$ cat config.mk
export PLATFORM = sky130hd
export DESIGN_NAME = hex_disp_ctrl
export DESIGN_NICKNAME = d
export VERILOG_FILES = /design/src/rtl/hex_disp_ctrl_pkg.sv /design/src/rtl/hex_disp_ctrl_font_rom.sv /design/src/rtl/hex_disp_ctrl.sv
export SDC_FILE = /design/constraint.sdc
export NUM_CORES = 1
export LEC_CHECK = 0
export CELL_PAD_IN_SITES_DETAIL_PLACEMENT = 0
export CELL_PAD_IN_SITES_GLOBAL_PLACEMENT = 2
export CORE_ASPECT_RATIO = 1.75
export CORE_UTILIZATION = 39
export CTS_CLUSTER_DIAMETER = 60
export DETAILED_ROUTE_END_ITERATION = 6
export HOLD_SLACK_MARGIN = 0.12
export PLACE_DENSITY = 0.84
export SYNTH_ARGS = -nofsm -noshare
export SYNTH_HDL_FRONTEND = slang
export SYNTH_SLANG_ARGS = --single-unit
$ cat constraint.sdc
create_clock -name clk -period 4.75 [get_ports clk]
set_input_delay 0.95 -clock clk [delete_from_list [all_inputs] [get_ports clk]]
set_output_delay 0.95 -clock clk [all_outputs]
set_load 0.1 [all_outputs]
$ cat src/rtl/hex_disp_ctrl_pkg.sv
// Shared constants for the hex display controller: active-low 7-segment font
// (bit order g..a), the dark pattern and a counter-width helper.
package hex_disp_ctrl_pkg;

  localparam logic [6:0] SEG_DARK = 7'h7F;

  localparam logic [6:0] FONT [16] = '{
    7'h40, 7'h79, 7'h24, 7'h30, 7'h19, 7'h12, 7'h02, 7'h78,
    7'h00, 7'h10, 7'h08, 7'h03, 7'h46, 7'h21, 7'h06, 7'h0E
  };

  // Width needed to count 0..n-1, never less than one bit.
  function automatic int cnt_width(input int n);
    return (n > 1) ? $clog2(n) : 1;
  endfunction

endpackage

$ cat src/rtl/hex_disp_ctrl_font_rom.sv
// Combinational hex-to-segment decoder shared by all digits of the display.
module hex_font_rom
  import hex_disp_ctrl_pkg::*;
(
  input  logic [3:0] nib_i,
  output logic [6:0] seg_o
);

  // All 16 codes are defined, so the output is always a valid pattern.
  always_comb begin
    seg_o = FONT[nib_i];
  end

endmodule

$ cat src/rtl/hex_disp_ctrl.sv
// Scanned 7-segment controller: shadow/active value with frame-boundary commit,
// leading-zero suppression, live blank/blink masks and a registered output bank.
module hex_disp_ctrl
  import hex_disp_ctrl_pkg::*;
#(
  parameter int NDIG      = 6,
  parameter int SCAN_DIV  = 50000,
  parameter int BLINK_DIV = 12500000
) (
  input  logic                clk,
  input  logic                clrn,
  input  logic                load_i,
  input  logic [4*NDIG-1:0]   value_i,
  input  logic                lz_en_i,
  input  logic [NDIG-1:0]     blank_mask_i,
  input  logic [NDIG-1:0]     blink_mask_i,
  output logic                pending_o,
  output logic                frame_o,
  output logic [7*NDIG-1:0]   hex_o
);

  localparam int SW = cnt_width(SCAN_DIV);
  localparam int IW = cnt_width(NDIG);
  localparam int BW = cnt_width(BLINK_DIV);
  localparam logic [SW-1:0] SCAN_LAST  = SW'(SCAN_DIV - 1);
  localparam logic [IW-1:0] IDX_LAST   = IW'(NDIG - 1);
  localparam logic [BW-1:0] BLINK_LAST = BW'(BLINK_DIV - 1);

  logic [SW-1:0]       scan_cnt_q, scan_cnt_d;
  logic [IW-1:0]       idx_q, idx_d;
  logic [BW-1:0]       blink_cnt_q, blink_cnt_d;
  logic                blink_phase_q, blink_phase_d;
  logic [4*NDIG-1:0]   shadow_q, active_q;
  logic                shadow_lz_q, active_lz_q, pending_q;
  logic [7*NDIG-1:0]   hex_q, hex_d;
  logic                frame_q;

  logic                slot_edge_s, commit_s, blink_wrap_s, zero_run_s, dark_s;
  logic [NDIG-1:0]     sup_s;
  logic [3:0]          nib_s;
  logic [6:0]          seg_s;

  assign slot_edge_s  = (scan_cnt_q == SCAN_LAST);
  assign commit_s     = slot_edge_s && (idx_q == IDX_LAST);
  assign blink_wrap_s = (blink_cnt_q == BLINK_LAST);

  // Scan and blink counter next state.
  always_comb begin
    scan_cnt_d    = slot_edge_s ? '0 : scan_cnt_q + SW'(1);
    idx_d         = slot_edge_s ? ((idx_q == IDX_LAST) ? '0 : idx_q + IW'(1)) : idx_q;
    blink_cnt_d   = blink_wrap_s ? '0 : blink_cnt_q + BW'(1);
    blink_phase_d = blink_phase_q ^ blink_wrap_s;
  end

  // Leading-zero suppression: walk down from the top digit while nibbles stay zero.
  always_comb begin
    zero_run_s = 1'b1;
    sup_s      = '0;
    for (int k = NDIG - 1; k >= 0; k--) begin
      zero_run_s = zero_run_s & (active_q[4*k +: 4] == 4'h0);
      sup_s[k]   = active_lz_q & zero_run_s & (k != 0);
    end
  end

  // Select the nibble and dark condition of the digit owning the current slot.
  always_comb begin
    nib_s  = 4'h0;
    dark_s = 1'b0;
    for (int k = 0; k < NDIG; k++) begin
      nib_s  = (idx_q == IW'(k)) ? active_q[4*k +: 4] : nib_s;
      dark_s = (idx_q == IW'(k)) ? (blank_mask_i[k] | (blink_mask_i[k] & blink_phase_q) | sup_s[k])
                                 : dark_s;
    end
  end

  hex_font_rom u_font (
    .nib_i (nib_s),
    .seg_o (seg_s)
  );

  // Only the digit owning this slot edge is rewritten; the rest hold.
  always_comb begin
    for (int k = 0; k < NDIG; k++) begin
      hex_d[7*k +: 7] = (slot_edge_s && (idx_q == IW'(k))) ? (dark_s ? SEG_DARK : seg_s)
                                                          : hex_q[7*k +: 7];
    end
  end

  // Counters, output bank and frame pulse.
  always_ff @(posedge clk or negedge clrn) begin
    if (!clrn) begin
      scan_cnt_q    <= '0;
      idx_q         <= '0;
      blink_cnt_q   <= '0;
      blink_phase_q <= 1'b0;
      hex_q         <= '1;
      frame_q       <= 1'b0;
    end else begin
      scan_cnt_q    <= scan_cnt_d;
      idx_q         <= idx_d;
      blink_cnt_q   <= blink_cnt_d;
      blink_phase_q <= blink_phase_d;
      hex_q         <= hex_d;
      frame_q       <= commit_s;
    end
  end

  // Shadow capture and frame-boundary commit; a load on the commit edge keeps pending set.
  always_ff @(posedge clk or negedge clrn) begin
    if (!clrn) begin
      shadow_q    <= '0;
      shadow_lz_q <= 1'b0;
      active_q    <= '0;
      active_lz_q <= 1'b0;
      pending_q   <= 1'b0;
    end else begin
      if (load_i) begin
        shadow_q    <= value_i;
        shadow_lz_q <= lz_en_i;
        pending_q   <= 1'b1;
      end else if (commit_s) begin
        pending_q   <= 1'b0;
      end else begin
        pending_q   <= pending_q;
      end
      if (commit_s && pending_q) begin
        active_q    <= shadow_q;
        active_lz_q <= shadow_lz_q;
      end else begin
        active_q    <= active_q;
        active_lz_q <= active_lz_q;
      end
    end
  end

  assign pending_o = pending_q;
  assign frame_o   = frame_q;
  assign hex_o     = hex_q;

endmodule

# After elaboration in Yosys (flattened, before gate mapping)
# Memories as Yosys holds them, arrays and structs flattened.
# Index checks and enable logic that the tools add are counted.
[op_classes] add_sub_neg=3 n_lt_le_gt_ge=1 eq_ne=7 mux=20 bitwise_logic=28 n_reduce_logical=14
[ops] operator="adder 24 x 1 -> 24 bit (second input constant)" count=1
[ops] operator="equality test 24 bit (second input constant)" count=1
[ops] operator="2-to-1 mux 24 bit" count=1
[ops] operator="2-to-1 mux 4 bit" count=6
[ops] operator="2-to-1 mux 7 bit" count=3
[ops] operator="zero test 4 bit" count=5
[ops] operator="adder 16 x 1 -> 16 bit (second input constant)" count=1
[ops] operator="equality test 16 bit (second input constant)" count=1
[ops] operator="2-to-1 mux 16 bit" count=1
[ops] operator="bitwise AND 1 bit" count=15
[ops] operator="bitwise OR 1 bit" count=11
[ops] operator="2-to-1 mux 1 bit" count=8
[ops] operator="logical AND 1 bit" count=7
[ops] operator="equality test 3 x 2 -> 1 bit (second input constant)" count=2
[ops] operator="equality test 3 bit (second input constant)" count=2
[ops] operator=">= comparator 5 bit (second input constant)" count=1
[ops] operator="inverter 4 -> 5 bit" count=1
[ops] operator="adder 3 x 1 -> 3 bit (second input constant)" count=1
[ops] operator="equality test 3 x 1 -> 1 bit (second input constant)" count=1
[ops] operator="zero test 3 bit" count=1
[ops] operator="2-to-1 mux 3 bit" count=1
[ops] operator="nonzero test 2 bit" count=1
[ops] operator="XOR 1 bit" count=1
[word_totals] regBits=138 rom_bits=112 out_inout_bits=44 elab_cells=90 mem_count=1
[mem_list] memory="(name not given)" depth=16 width=7 read_ports=1 rd_ports_with_merged_regs=0 write_ports=0 line_no="hex_disp_ctrl_font_rom.sv:11" text="seg_o = FONT[nib_i];"

# Logic depth before layout (Yosys ltp)
[depth] ltp_word=13 ltp_mapped=14

# Cells and area by module
# A second synthesis with hierarchy kept.
[unflattened] hier_cells=526 hier_area_um2=6254.7
[by_module_without_submodules] module="hex_disp_ctrl" n_inst=1 cells_per_inst=490 area_per_inst_um2=5998.3 seq_area_each_um2=3505.9
[by_module_without_submodules] module="hex_font_rom" n_inst=1 cells_per_inst=36 area_per_inst_um2=256.5 seq_area_each_um2=0.0

# Least setup slack after synthesis
# No wires, ideal clock.
[synth_path] path_kind="reg2reg" from="register idx_q[1]" to="register hex_q[8], in the netlist hex_o[8]" setup_time_ps=93 arrival_ps=2924 required_ps=4657 slack_ps=1733 path_stages_with_launch=14 period_less_slack_ps=3017 path_cell_list="dfrtp_1 buf_2 clkbuf_1 and2_1 ha_1 clkbuf_1 nand3b_1 a21o_1 a22oi_1 inv_1 ha_1 nor3b_1 a311oi_2 a21oi_1"
[synth_between] elab_chain_len=12 elab_cells_between_ends=24 cone_classes="5 x eq/ne; 15 x mux; 1 x bitwise; 2 x reduce/logical; 1 x memory"
[synth_rtl] element="from (decl)" line_no="hex_disp_ctrl.sv:30" text="logic [IW-1:0] idx_q, idx_d;"
[synth_rtl] element="from (signal assigned)" line_no="hex_disp_ctrl.sv:100" text="idx_q <= idx_d;"
[synth_rtl] element="zero test 3 bit" line_no="hex_disp_ctrl.sv:70, hex_disp_ctrl.sv:71"
[synth_rtl] element="2-to-1 mux 4 bit (6 in a row)" line_no="hex_disp_ctrl.sv:70" text="nib_s = (idx_q == IW'(k)) ? active_q[4*k +: 4] : nib_s;"
[synth_rtl] element="inverter 4 -> 5 bit (not written as such)" line_no="hex_disp_ctrl_font_rom.sv:11"
[synth_rtl] element="memory read (16 x 7 bit)"
[synth_rtl] element="2-to-1 mux 7 bit (not written as such) (2 in a row)" line_no="hex_disp_ctrl_font_rom.sv:11"
[synth_rtl] element="2-to-1 mux 7 bit" line_no="hex_disp_ctrl.sv:84" text="hex_d[7*k +: 7] = (slot_edge_s && (idx_q == IW'(k))) ? (dark_s ? SEG_DARK : seg_s)"
[synth_rtl] element="to (signal assigned)" line_no="hex_disp_ctrl.sv:96" text="hex_q <= '1;"
[synth_rtl] element="to (signal assigned)" line_no="hex_disp_ctrl.sv:103" text="hex_q <= hex_d;"
[synth_rtl] element="to (decl)" line_no="hex_disp_ctrl.sv:35" text="logic [7*NDIG-1:0] hex_q, hex_d;"
# Several ways; a longest one is shown, not always the timed one. The select of a mux whose other input is x is not followed.
# A chain may end at the register's enable or synchronous reset.

# Worst setup path in the final report
[layout_path] from="register idx_q[0]" to="register hex_q[34], in the netlist hex_o[34]"
# The elaborated chain is that of the path after synthesis.

==> impl_metrics.env <==
export IMPL_fin_worst_skew_ns=0.0136
export IMPL_clockBufferDepth=2
export IMPL_cts_hold_buf=0
export IMPL_clkTransAtPathRegs_ns=0.06
export IMPL_power_density_nw_per_um2=347
export IMPL_dp_hpwl_um=10400
export IMPL_max_slew_margin_rel=0.236
export IMPL_cap_violations=0
export IMPL_fmax_ghz=0.284
export IMPL_seq_area_frac_synth=0.559
export IMPL_num_vias=4404
export IMPL_final_min_clock_period_ns=3.52
export IMPL_grt_max_degree=86
export IMPL_finalCritPeriodShare=0.740
export IMPL_drc_errors=16
export IMPL_final_util=0.502
export IMPL_place_area_um2=7260
export IMPL_nNetsFinal=686
export IMPL_min_path_type="flip-flop to flip-flop"
export IMPL_grt_pass1_wl_um=23800
export IMPL_syn_inst=557
export IMPL_drive_gt1_frac=0.214
export IMPL_syn_area_per_cell_um2=11.3
export IMPL_synth_seq_cells=138
export IMPL_cts_resized=0
export IMPL_clk_latency_ns=0.41
export IMPL_synth_edf_count=0
export IMPL_numCtsBuffers=17
export IMPL_setup_ws_ns=1.23
export IMPL_die_y_um=170
export IMPL_synthArstFlopShare=1.00
export IMPL_multiInputGateArea_um2=2610
export IMPL_place_ws_ns=1.28
export IMPL_root_buffer="clkbuf_16"
export IMPL_cts_tree="yes"
export IMPL_clkSinkCount=138
export IMPL_final_cells=840
export IMPL_synth_cell_types=53
export IMPL_crit_type="flip-flop to flip-flop"
export IMPL_place_inst=808
export IMPL_start_util=0.397
export IMPL_start_kind="flip-flop"
export IMPL_postCtsSetupRepairBufs=0
export IMPL_violations="design-rule violations"
export IMPL_row_count=61
export IMPL_vias_per_cell=5.24
export IMPL_fin_area_um2=7930
export IMPL_slew_violations=0
export IMPL_r2r_cells=10
export IMPL_outcome="finished, violations left"
export IMPL_rsz0062_at_grt="false"
export IMPL_tns_ns=0
export IMPL_place_gp_congestion=0.849
export IMPL_coreArea_um2=15800
export IMPL_first_iter_violations=238
export IMPL_cts_htree_levels=4
export IMPL_num_io_pins=84
export IMPL_synth_nets=605
export IMPL_area_growth_pct=26.5
export IMPL_wirelength_um=14200
export IMPL_end_kind="flip-flop"
export IMPL_overflow=0
export IMPL_synthFlopType="dfrtp_1"
export IMPL_diodes=0
export IMPL_grt_pass1_vias=4684
export IMPL_hold_viol_final=0
export IMPL_wire_per_inst_um=16.9
export IMPL_hold_worst_slack_ns=0.458
export IMPL_worst_slew_pin_slew_ns=1.14
export IMPL_die_x_um=97.8
export IMPL_fill_cells=1403
export IMPL_leakage_nw=3.44
export IMPL_dieArea_um2=16600
export IMPL_port_buffers=83
export IMPL_synth_area_um2=6270
export IMPL_seq_area_um2=3510
export IMPL_hold_depth=1
export IMPL_track_usage=0.184
export IMPL_arrival_ns=3.80
export IMPL_finalPower_mw=2.75
export IMPL_yosysWarnings=0
export IMPL_peakVddDrop_uv=249
export IMPL_setup_viol=0
export IMPL_critical_path_max_fanout=18
export IMPL_ant_nets=0
export IMPL_firstDrtPassIters=6
export IMPL_antenna_found_initial=0
export IMPL_crit_required_ns=5.04
-- cell usage in the layout, fill, tap and decap left out, types with 4 or more instances in the layout --
cell type / instances
a21oi_1: 39
a31oi_1: 12
and2_1: 4
and3_1: 14
buf_4: 4
clkbuf_16: 20
clkdlybuf4s50_1: 82
dfrtp_1: 96
dfstp_2: 42
ha_1: 8
inv_1: 10
mux2_2: 53
mux2i_1: 6
nand2_1: 24
nand2b_1: 4
nand3_1: 17
nand4_1: 7
nor2_1: 84
nor2b_1: 6
nor3_1: 9
nor3b_1: 4
nor4_1: 5
o211ai_1: 5
o21ai_0: 8
xnor2_1: 16
xor2_1: 22
-- kinds of logic after synthesis --
group	synth area share
multiplexers	0.105
buffers and inverters	0.0238
AND/OR/NAND/NOR	0.155
adder cells (fa/ha/maj)	0.0160
XOR/XNOR	0.0531
flip-flops	0.559
AO/OA/AOI/OAI	0.0878
-- report_power, final --
part           switching, mW  internal [mW]
combinational         0.0450         0.0530
sequential            0.0119           1.20
clock                  0.483          0.954
total                  0.540           2.21
-- worst paths after layout --
path | startpoint | end | slack, ns
max in group asynchronous | clrn | blink_cnt_q[19]$_DFF_PN0_ | 3.27
hold / removal | scan_cnt_q[0]$_DFF_PN0_ | scan_cnt_q[0]$_DFF_PN0_ | 0.46
min in group asynchronous | clrn | scan_cnt_q[6]$_DFF_PN0_ | 0.58
hold reg to reg | scan_cnt_q[0]$_DFF_PN0_ | scan_cnt_q[0]$_DFF_PN0_ | 0.46
setup / recovery | idx_q[0]$_DFFE_PN0N_ | hex_o[34]$_DFFE_PN1P_ | 1.23
setup reg to reg | idx_q[0]$_DFFE_PN0N_ | hex_o[34]$_DFFE_PN1P_ | 1.23
-- area by class of cell --
class	instances	area share
Clock buffer	25	0.0680
Clock inverter	7	0.0155
Inverter	10	0.00474
Multi-Input combinational cell	384	0.330
Sequential cell	138	0.442
Tap cell	189	0.0298
Timing Repair Buffer	87	0.110
-- layer usage --
| layer | vias to the layer above | GRT usage | share of wire |
|---|---|---|---|
| met2 | 105 | 0.331 | 0.53 |
| met4 | 0 | 0.0777 | 0.025 |
| met5 | - | 0 | 0 |
| met3 | 18 | 0.0342 | 0.033 |
| li1 | 2108 | - | - |
| met1 | 2173 | 0.211 | 0.41 |
-- cells in the mapped netlist, types with 3 or more instances --
cell / n / share of area
and3_1: 14 / 0.014
buf_2: 11 / 0.0088
a21oi_1: 39 / 0.031
nand4_1: 7 / 0.0070
nand2_1: 24 / 0.014
and2_1: 4 / 0.0040
nor2_1: 84 / 0.050
xor2_1: 22 / 0.031
o211ai_1: 5 / 0.0060
mux2i_1: 6 / 0.0096
clkbuf_1: 11 / 0.0066
dfrtp_1: 96 / 0.38
xnor2_1: 16 / 0.022
inv_1: 10 / 0.0060
dfstp_2: 42 / 0.18
o21ai_0: 8 / 0.0064
nor3_1: 9 / 0.0072
or4_1: 3 / 0.0036
a31oi_1: 12 / 0.012
nor4_1: 5 / 0.0050
nand3_1: 17 / 0.014
nor2b_1: 6 / 0.0060
ha_1: 8 / 0.016
nor3b_1: 4 / 0.0048
nand2b_1: 4 / 0.0040
a21o_1: 3 / 0.0036
mux2_2: 53 / 0.095
-- flip-flops by register name (all words and copies together) (netlist names) --
register	flops
scan_cnt_q	16
active_lz_q	1
active_q	24
frame_o	1
shadow_lz_q	1
blink_cnt_q	24
blink_phase_q	1
shadow_q	24
pending_o	1
hex_o	42
idx_q	3
-- critical path: stages (launching register included) --
cell       delay, ns
dfrtp_1         0.74
and2_1          0.22
ha_1            0.33
nor2_1          0.12
a31oi_1         0.47
inv_1           0.15
ha_1            0.22
inv_1           0.12
nor3_1          0.10
a2111oi_2       0.79
a21oi_1         0.16
(Power assumes the default switching activity.)
